File: src/rtl/instr_decode_seq.sv
// -----------------------------------------------------------------------------
// instr_decode_seq
//   Consumer side of the datapath control-word interface. Accepts one 16-bit
//   instruction word over a valid/ready handshake and walks it through
//   DECODE -> EXEC -> WB. It drives the register read selects, ALU op,
//   immediate, carry-in and a one-hot register write enable into the datapath.
//
//   State table
//     state    | meaning
//     S_IDLE   | waiting for a word, in_ready_o high
//     S_DECODE | word captured, operand controls valid
//     S_EXEC   | datapath working, held here while exec_stall_i is high
//     S_WB     | write-back: reg_en/flags_en/done/illegal pulse for one cycle
//
// Ports
//   clk_i, reset_i     clock (rising edge), asynchronous active-high reset
//   in_valid_i/instr_i instruction handshake input; in_ready_o high only in IDLE
//   exec_stall_i       datapath busy, only looked at in EXEC
//   flags_i            datapath flags, flags_i[3] = carry
//   rd_a_sel_o, rd_b_sel_o, alu_op_o, imm_sel_o, imm_o, cin_o
//                      operand controls, valid DECODE..WB, zero in IDLE
//   reg_en_o, flags_en_o, done_o, illegal_o
//                      one-cycle write-back pulses
//   instr_count_o      retired instructions (illegal ones included), wraps
//
// Configuration macro
//   DECODE_CARRY_EN    adds a carry register loaded from flags_i[3] on a WB
//                      that latches flags; ADDC then drives it onto cin_o.
//                      Without it cin_o is 0 and ADDC runs as ADD.
// -----------------------------------------------------------------------------
module instr_decode_seq #(
    parameter int DATA_W   = 16,
    parameter int NUM_REGS = 16,
    parameter int COUNT_W  = 16
) (
    input  logic                clk_i,
    input  logic                reset_i,
    input  logic                in_valid_i,
    input  logic [DATA_W-1:0]   instr_i,
    output logic                in_ready_o,
    input  logic                exec_stall_i,
    input  logic [4:0]          flags_i,
    output logic [3:0]          rd_a_sel_o,
    output logic [3:0]          rd_b_sel_o,
    output logic [3:0]          alu_op_o,
    output logic                imm_sel_o,
    output logic [DATA_W-1:0]   imm_o,
    output logic                cin_o,
    output logic [NUM_REGS-1:0] reg_en_o,
    output logic                flags_en_o,
    output logic                done_o,
    output logic                illegal_o,
    output logic [COUNT_W-1:0]  instr_count_o
);

    typedef enum logic [1:0] {S_IDLE, S_DECODE, S_EXEC, S_WB} state_t;

    typedef struct packed {
        logic [3:0]        rd_a;
        logic [3:0]        rd_b;
        logic [3:0]        alu_op;
        logic              imm_sel;
        logic [DATA_W-1:0] imm;
        logic              addc;
        logic              wr;
        logic              fl;
        logic              ill;
    } dec_t;

    function automatic dec_t decode_word(input logic [DATA_W-1:0] w);
        dec_t d;
        d      = '0;
        d.rd_a = w[11:8];
        d.rd_b = w[3:0];
        if (w[15:12] == 4'b0000) begin
            case (w[7:4])
                4'b0001, 4'b0010, 4'b0011, 4'b0101, 4'b1001: begin
                    d.alu_op = w[7:4];
                    d.wr     = 1'b1;
                    d.fl     = 1'b1;
                end
                4'b0111: begin
`ifdef DECODE_CARRY_EN
                    d.alu_op = 4'b0111;
`else
                    d.alu_op = 4'b0101;
`endif
                    d.addc   = 1'b1;
                    d.wr     = 1'b1;
                    d.fl     = 1'b1;
                end
                4'b1011: begin
                    d.alu_op = w[7:4];
                    d.fl     = 1'b1;
                end
                4'b1101: begin
                    d.alu_op = w[7:4];
                    d.wr     = 1'b1;
                end
                default: d.ill = 1'b1;
            endcase
        end else begin
            case (w[15:12])
                4'b0101, 4'b1001, 4'b1011, 4'b1101: begin
                    d.alu_op  = w[15:12];
                    d.imm_sel = 1'b1;
                    // 8-bit immediate is {A field, ext field}, sign-extended.
                    d.imm     = {{(DATA_W-8){w[11]}}, w[11:4]};
                    d.wr      = (w[15:12] != 4'b1011);
                    d.fl      = (w[15:12] != 4'b1101);
                end
                default: d.ill = 1'b1;
            endcase
        end
        return d;
    endfunction

    state_t              state_q;
    logic                in_ready_q;
    logic [3:0]          rd_a_sel_q, rd_b_sel_q, alu_op_q;
    logic                imm_sel_q, cin_q;
    logic [DATA_W-1:0]   imm_q;
    logic [NUM_REGS-1:0] reg_en_q;
    logic                flags_en_q, done_q, illegal_q;
    logic [COUNT_W-1:0]  instr_count_q;
    // Write-back controls of the held word, decoded once at accept.
    logic                hold_wr_q, hold_fl_q, hold_ill_q;

    dec_t                dec_d;
    logic [NUM_REGS-1:0] wr_onehot;
    logic                carry_cur;

    assign dec_d     = decode_word(instr_i);
    assign wr_onehot = {{(NUM_REGS-1){1'b0}}, 1'b1} << rd_b_sel_q;

`ifdef DECODE_CARRY_EN
    logic carry_q;
    logic unused_flags;
    assign carry_cur    = carry_q;
    assign unused_flags = ^{flags_i[4], flags_i[2:0]};
`else
    logic unused_flags;
    assign carry_cur    = 1'b0;
    assign unused_flags = ^flags_i;
`endif

    always_ff @(posedge clk_i or posedge reset_i) begin
        if (reset_i) begin
            state_q       <= S_IDLE;
            in_ready_q    <= 1'b1;
            rd_a_sel_q    <= '0;
            rd_b_sel_q    <= '0;
            alu_op_q      <= '0;
            imm_sel_q     <= 1'b0;
            imm_q         <= '0;
            cin_q         <= 1'b0;
            reg_en_q      <= '0;
            flags_en_q    <= 1'b0;
            done_q        <= 1'b0;
            illegal_q     <= 1'b0;
            instr_count_q <= '0;
            hold_wr_q     <= 1'b0;
            hold_fl_q     <= 1'b0;
            hold_ill_q    <= 1'b0;
`ifdef DECODE_CARRY_EN
            carry_q       <= 1'b0;
`endif
        end else begin
            reg_en_q   <= '0;
            flags_en_q <= 1'b0;
            done_q     <= 1'b0;
            illegal_q  <= 1'b0;
            case (state_q)
                S_IDLE: begin
                    if (in_valid_i) begin
                        state_q    <= S_DECODE;
                        in_ready_q <= 1'b0;
                        rd_a_sel_q <= dec_d.rd_a;
                        rd_b_sel_q <= dec_d.rd_b;
                        alu_op_q   <= dec_d.alu_op;
                        imm_sel_q  <= dec_d.imm_sel;
                        imm_q      <= dec_d.imm;
                        cin_q      <= dec_d.addc & carry_cur;
                        hold_wr_q  <= dec_d.wr;
                        hold_fl_q  <= dec_d.fl;
                        hold_ill_q <= dec_d.ill;
                    end
                end
                S_DECODE: state_q <= S_EXEC;
                S_EXEC: begin
                    if (!exec_stall_i) begin
                        state_q    <= S_WB;
                        reg_en_q   <= hold_wr_q ? wr_onehot : '0;
                        flags_en_q <= hold_fl_q;
                        illegal_q  <= hold_ill_q;
                        done_q     <= 1'b1;
                    end
                end
                S_WB: begin
                    state_q       <= S_IDLE;
                    in_ready_q    <= 1'b1;
                    rd_a_sel_q    <= '0;
                    rd_b_sel_q    <= '0;
                    alu_op_q      <= '0;
                    imm_sel_q     <= 1'b0;
                    imm_q         <= '0;
                    cin_q         <= 1'b0;
                    instr_count_q <= instr_count_q + COUNT_W'(1);
`ifdef DECODE_CARRY_EN
                    if (flags_en_q) carry_q <= flags_i[3];
`endif
                end
                default: state_q <= S_IDLE;
            endcase
        end
    end

    assign in_ready_o    = in_ready_q;
    assign rd_a_sel_o    = rd_a_sel_q;
    assign rd_b_sel_o    = rd_b_sel_q;
    assign alu_op_o      = alu_op_q;
    assign imm_sel_o     = imm_sel_q;
    assign imm_o         = imm_q;
    assign cin_o         = cin_q;
    assign reg_en_o      = reg_en_q;
    assign flags_en_o    = flags_en_q;
    assign done_o        = done_q;
    assign illegal_o     = illegal_q;
    assign instr_count_o = instr_count_q;

endmodule

File: config.mk
export PLATFORM = sky130hd
export DESIGN_NAME = instr_decode_seq
export DESIGN_NICKNAME = d
export VERILOG_FILES = /design/src/rtl/instr_decode_seq.sv
export SDC_FILE = /design/constraint.sdc
export NUM_CORES = 1
export LEC_CHECK = 0
export CAP_MARGIN = 10
export CELL_PAD_IN_SITES_DETAIL_PLACEMENT = 1
export CELL_PAD_IN_SITES_GLOBAL_PLACEMENT = 1
export CORE_MARGIN = 5
export CORE_UTILIZATION = 38
export CTS_BUF_LIST = sky130_fd_sc_hd__clkbuf_8
export CTS_CLUSTER_DIAMETER = 100
export CTS_CLUSTER_SIZE = 8
export DETAILED_ROUTE_END_ITERATION = 8
export GPL_ROUTABILITY_DRIVEN = 0
export GPL_TIMING_DRIVEN = 0
export MAX_ROUTING_LAYER = met4
export PLACE_DENSITY = 0.95
export SLEW_MARGIN = 20
export SYNTH_ARGS = -nofsm -noshare
export SYNTH_HDL_FRONTEND = slang
export SYNTH_SLANG_ARGS = --single-unit
File: constraint.sdc
create_clock -name clk_i -period 3.45 [get_ports clk_i]
set_input_delay 1.035 -clock clk_i [delete_from_list [all_inputs] [get_ports clk_i]]
set_output_delay 1.035 -clock clk_i [all_outputs]
set_load 0.005 [all_outputs]
Word level (Yosys, flattened, before mapping)
Index checks and enable logic that the tools add are counted.
{ "word_totals": {"regBits": 71, "inputBits": 25, "output_inout_bits": 66, "elab_cells": 83} }
{ "op_classes": {"n_addsub": 1, "eq_ne": 19, "shifts": 1, "n_mux": 35, "reduce_logical": 11} }
{ "ops": {"columns": ["operator", "n"], "rows": [
  ["$mux 16", 4],
  ["$pmux 16 s2", 1],
  ["$pmux 4 s2", 4],
  ["$eq 4x4->1 const B", 6],
  ["$mux 21", 1],
  ["$reduce_or 7->1", 3],
  ["$mux 17", 1],
  ["$add 16x1->16 const B", 1],
  ["$mux 4", 4],
  ["$shl 1x4->16 const A", 1],
  ["$eq 4x3->1 const B", 3],
  ["$mux 1", 12],
  ["$eq 4x2->1 const B", 2],
  ["$ne 4x4->1 const B", 2],
  ["$pmux 2 s4", 1],
  ["$reduce_or 8->1", 1],
  ["$mux 2", 3],
  ["$pmux 1 s2", 3],
  ["$reduce_and 2->1", 3],
  ["$eq 2x2->1 const B", 2],
  ["$eq 4x1->1 const B", 1],
  ["$logic_not 4->1", 1],
  ["$ne 2x2->1 const B", 2],
  ["$reduce_or 4->1", 1],
  ["other kinds (4)", 4]
]} }

Logic depth before layout (Yosys ltp)
{ "logic_depth": {"depth_word": 6, "mapped_depth": 7, "ltp_nobuf": 6} }

Worst setup path after synthesis
OpenSTA, ideal clock, no wires.
{ "synth_path": {"path_kind": "in2reg", "start": "in in_valid_i", "end": "reg alu_op_q[0], in the netlist alu_op_o[0]", "setup_ps": 126, "t_arrival_ps": 1818, "required_time_ps": 3324, "path_slack_ps": 1506, "path_stages": 5, "n_path_buf": 1, "cell_sequence": "nand2_1 nor2_2 and2_1 buf_2 a221o_1"} }
{ "synth_between": {"elab_chain_cells": 2} }
{ "synth_lines": {"columns": ["item", "line", "rtl"], "rows": [
  ["start: declaration", "38", "input logic in_valid_i,"],
  ["$ne 2x2->1 (no line)", null, null],
  ["$reduce_and 2->1 (no line)", null, null],
  ["end signal: assignment", "180", "alu_op_q <= dec_d.alu_op;"],
  ["end: declaration", "120", "logic [3:0] rd_a_sel_q, rd_b_sel_q, alu_op_q;"]
]} }
Every way passes these cells.
A chain may end at the register's enable or synchronous reset.

==> results by group <==
Floorplan
  • Initial core utilization: 38.7%
  • Die Area: 8640 sq um
  • Die outline width: approximately 93 microns
  • Core Area: roughly 6800 sq um
  • Standard-cell rows: 30
  • IO Pins: around 90
  • Die H: a little over 90 microns

Timing
  • Final WS setup: just under 900 ps
  • Final setup viols: 0
  • Unrepaired setup endpoints after global routing: false
  • Worst Tran Pin Value: about 530 ps
  • Worst relative slew slack: between 60% and 70%
  • Count of final hold-check violations: 0
  • Clock Skews: roughly 15 ps
  • Final period util: roughly 74%
  • FMAX: slightly below 400 MHz
  • Max-slew violations: 0
  • Minimum clock period: 2570 ps

Route
  • Drt wl/cell: 17.6 microns
  • Drt first pass iters: 4
  • Antenna-violating nets left: 0
  • Residual DRC: 0
  • Via density: roughly 5.2
  • Drt initial violations: 66
  • Vias: 2,121
  • Final WL: between 7 and 8 mm

Yosys
  • EDFF count, synth: 0
  • Most area-consuming cells after synthesis: dfrtp_1 (58%), a22o_1 (4.4%), nand2_1 (3.0%)
  • Synth Flop Type: dfrtp_1
  • Commonest cells in the netlist: dfrtp_1 (61), nand2_1 (21), nor2_1 (21)
  • Synth Cell Area: between 2000 and 3000 sq um
  • Sequential fraction of the synthesis area: slightly below 60%
  • Syn Inst Count: 230
  • Synth cell types: 42
  • Async SR Flop Fraction: 100%
  • Syn nets: approximately 260
  • Yosys top cell area share: about three fifths
  • Cell accounting for the most synthesized area: dfrtp_1
  • Synthesis Warnings: 0
  • Synth Register Bits: 62
  • Mean Syn Cell Area: roughly 11 sq um
  • Count leader, synth: dfrtp_1

Worst setup path
  • Capture point of the worst reg-to-reg path: alu_op_o[1]$_DFFE_PP0P_
  • Critical path origin: imm_o[14]$_DFFE_PP0P_
  • Worst reg-to-reg path cell count: 7
  • Setup crit end: imm_o[9]
  • R2R Setup Slk: around 1500 ps
  • WP data required: ~2400 ps
  • Crit path kind: register to output pin
  • Critical Path AT: 1530 ps
  • Worst Setup Start Kind: register
  • Worst r2r src: state_q[0]$_DFFE_PP0P_
  • Worst-path fanout max: 10
  • Nature of the critical path endpoint: output pin

Clocking
  • CTS tree: yes
  • Clk root buf: clkbuf_8
  • Hold_buf cts: 0
  • Num CTS Buffers: 9
  • CTS resizes: 0
  • Clock Path Buffers: 2
  • H-tree depth: 3
  • Worst skew pair latency: roughly 340 ps
  • TritonCTS Sinks: 62
  • Clock slew at reported path FFs: ~80 ps
  • Setup Fix Bufs, Post-CTS: 0

Outcome
  • Outcome: finished, final reports clean

Final layout
  • Synth-to-layout area growth: 45.1%
  • Layout Cell Area excl Fill: 3790 sq um
  • Fraction of layout cells with a size suffix above 1: 11.2%
  • # diodes: 0
  • Final net count: roughly 360

Placed design
  • Port bufs: 84
  • Cell Area, Placed: 3580 sq um
  • Place WS: ~760 ps
  • DP HPWL: 5.38 mm

Global route
  • Initial antenna violation count: 0
  • Total track usage: about 18%
  • Congestion Overflow GR: 0
  • Largest net degree at the start of global routing: between 40 and 50
  • First-pass GRT wire length: between 10 and 15 mm
  • Vias in the first global route: between 2,000 and 2,500

Pwr
  • Peak VDD IR: about 320 uV
  • Total chip power: between 2000 and 3000 uW
  • Pwr/cell area: 682 nW/um^2
  • Lkg Pwr: 0.00172 uW

Min path
  • Hold Path Class: register to register

Run
  • Max-cap violations: 0
==> metal layers <==
metal  share of wire (%)  GRT usage (%)
met1                  41           21.6
met2                  53           31.0
met3                 4.0           3.82
met4                 1.3           4.88
met5                   0              -
==> logic make-up after synthesis <==
family | synth area share (%)
simple gates | 16.9
mux | 0.431
flops | 59.4
xor+xnor | 5.02
other cells | 0.143
fa+ha+maj | 1.91
buf+inv | 4.55
compound gates | 11.7
==> cell type report <==
class / count / area, sq um
well taps: 80 / 100
flip-flops and latches: 62 / 1550
fillers: 738 / 2960
plain buffers: 15 / 96.3
inverters: 6 / 25.0
multi-input cells: 147 / 943
clock inverters: 6 / 77.6
repair buffers: 85 / 861
clock buffers: 10 / 138
==> per-stage QoR <==
step           util (%)  instances  setup TNS [ps]  hold WS [ps]
6_report           56.1        411               0           481
5_1_grt            56.1        411               0           502
4_1_cts            56.1        411               0           483
3_5_place_dp       53.0        395               0           465
3_3_place_gp       52.6        394           -7450           459
2_1_floorplan         -        230               0           440
==> worst min-delay path by stage <==
stage / cells past startpoint / endpoint / start / slack (ps)
2_1_floorplan: 2 / hold_ill_q$_DFFE_PP0P_ / hold_ill_q$_DFFE_PP0P_ / 440
3_3_place_gp: 1 / instr_count_o[15]$_DFFE_PP0P_ / instr_count_o[15]$_DFFE_PP0P_ / 460
3_5_place_dp: 1 / imm_sel_o$_DFFE_PP0P_ / imm_sel_o$_DFFE_PP0P_ / 470
4_1_cts: 1 / imm_sel_o$_DFFE_PP0P_ / imm_sel_o$_DFFE_PP0P_ / 480
5_1_grt: 1 / imm_sel_o$_DFFE_PP0P_ / imm_sel_o$_DFFE_PP0P_ / 500
6_report: 1 / imm_sel_o$_DFFE_PP0P_ / imm_sel_o$_DFFE_PP0P_ / 480
==> flip-flops by register name (all words and copies together), names as in the netlist <==
name and flops:
rd_a_sel_o 4, in_ready_o 1, illegal_o 1, rd_b_sel_o 4
alu_op_o 4, hold_ill_q 1, imm_o 8, instr_count_o 16
imm_sel_o 1, flags_en_o 1, hold_wr_q 1, state_q 2
hold_fl_q 1, done_o 1, reg_en_o 16
==> critical path: stages, from the launching register on <==
cell and delay [ps]:
dfrtp_1 540, buf_4 170, clkdlybuf4s50_1 500
==> layout by cell type, fill, tap and decap left out, types with 6 or more instances in the layout <==
cell,netlist,layout
a21oi_1,6,6
a22o_1,13,13
buf_4,10,10
clkbuf_8,0,10
clkdlybuf4s50_1,0,84
dfrtp_1,61,61
inv_1,6,7
nand2_1,21,21
nand2b_1,6,6
nand3_1,8,8
nand4_1,7,7
nor2_1,21,21
nor3_1,8,8
xnor2_1,6,6
xor2_1,9,9
==> power breakdown <==
group	switching [uW]	internal (uW)
clock network	283	419
logic	372	470
registers	157	887
total	811	1780
No activity file was read; power rests on OpenSTA's default activity.
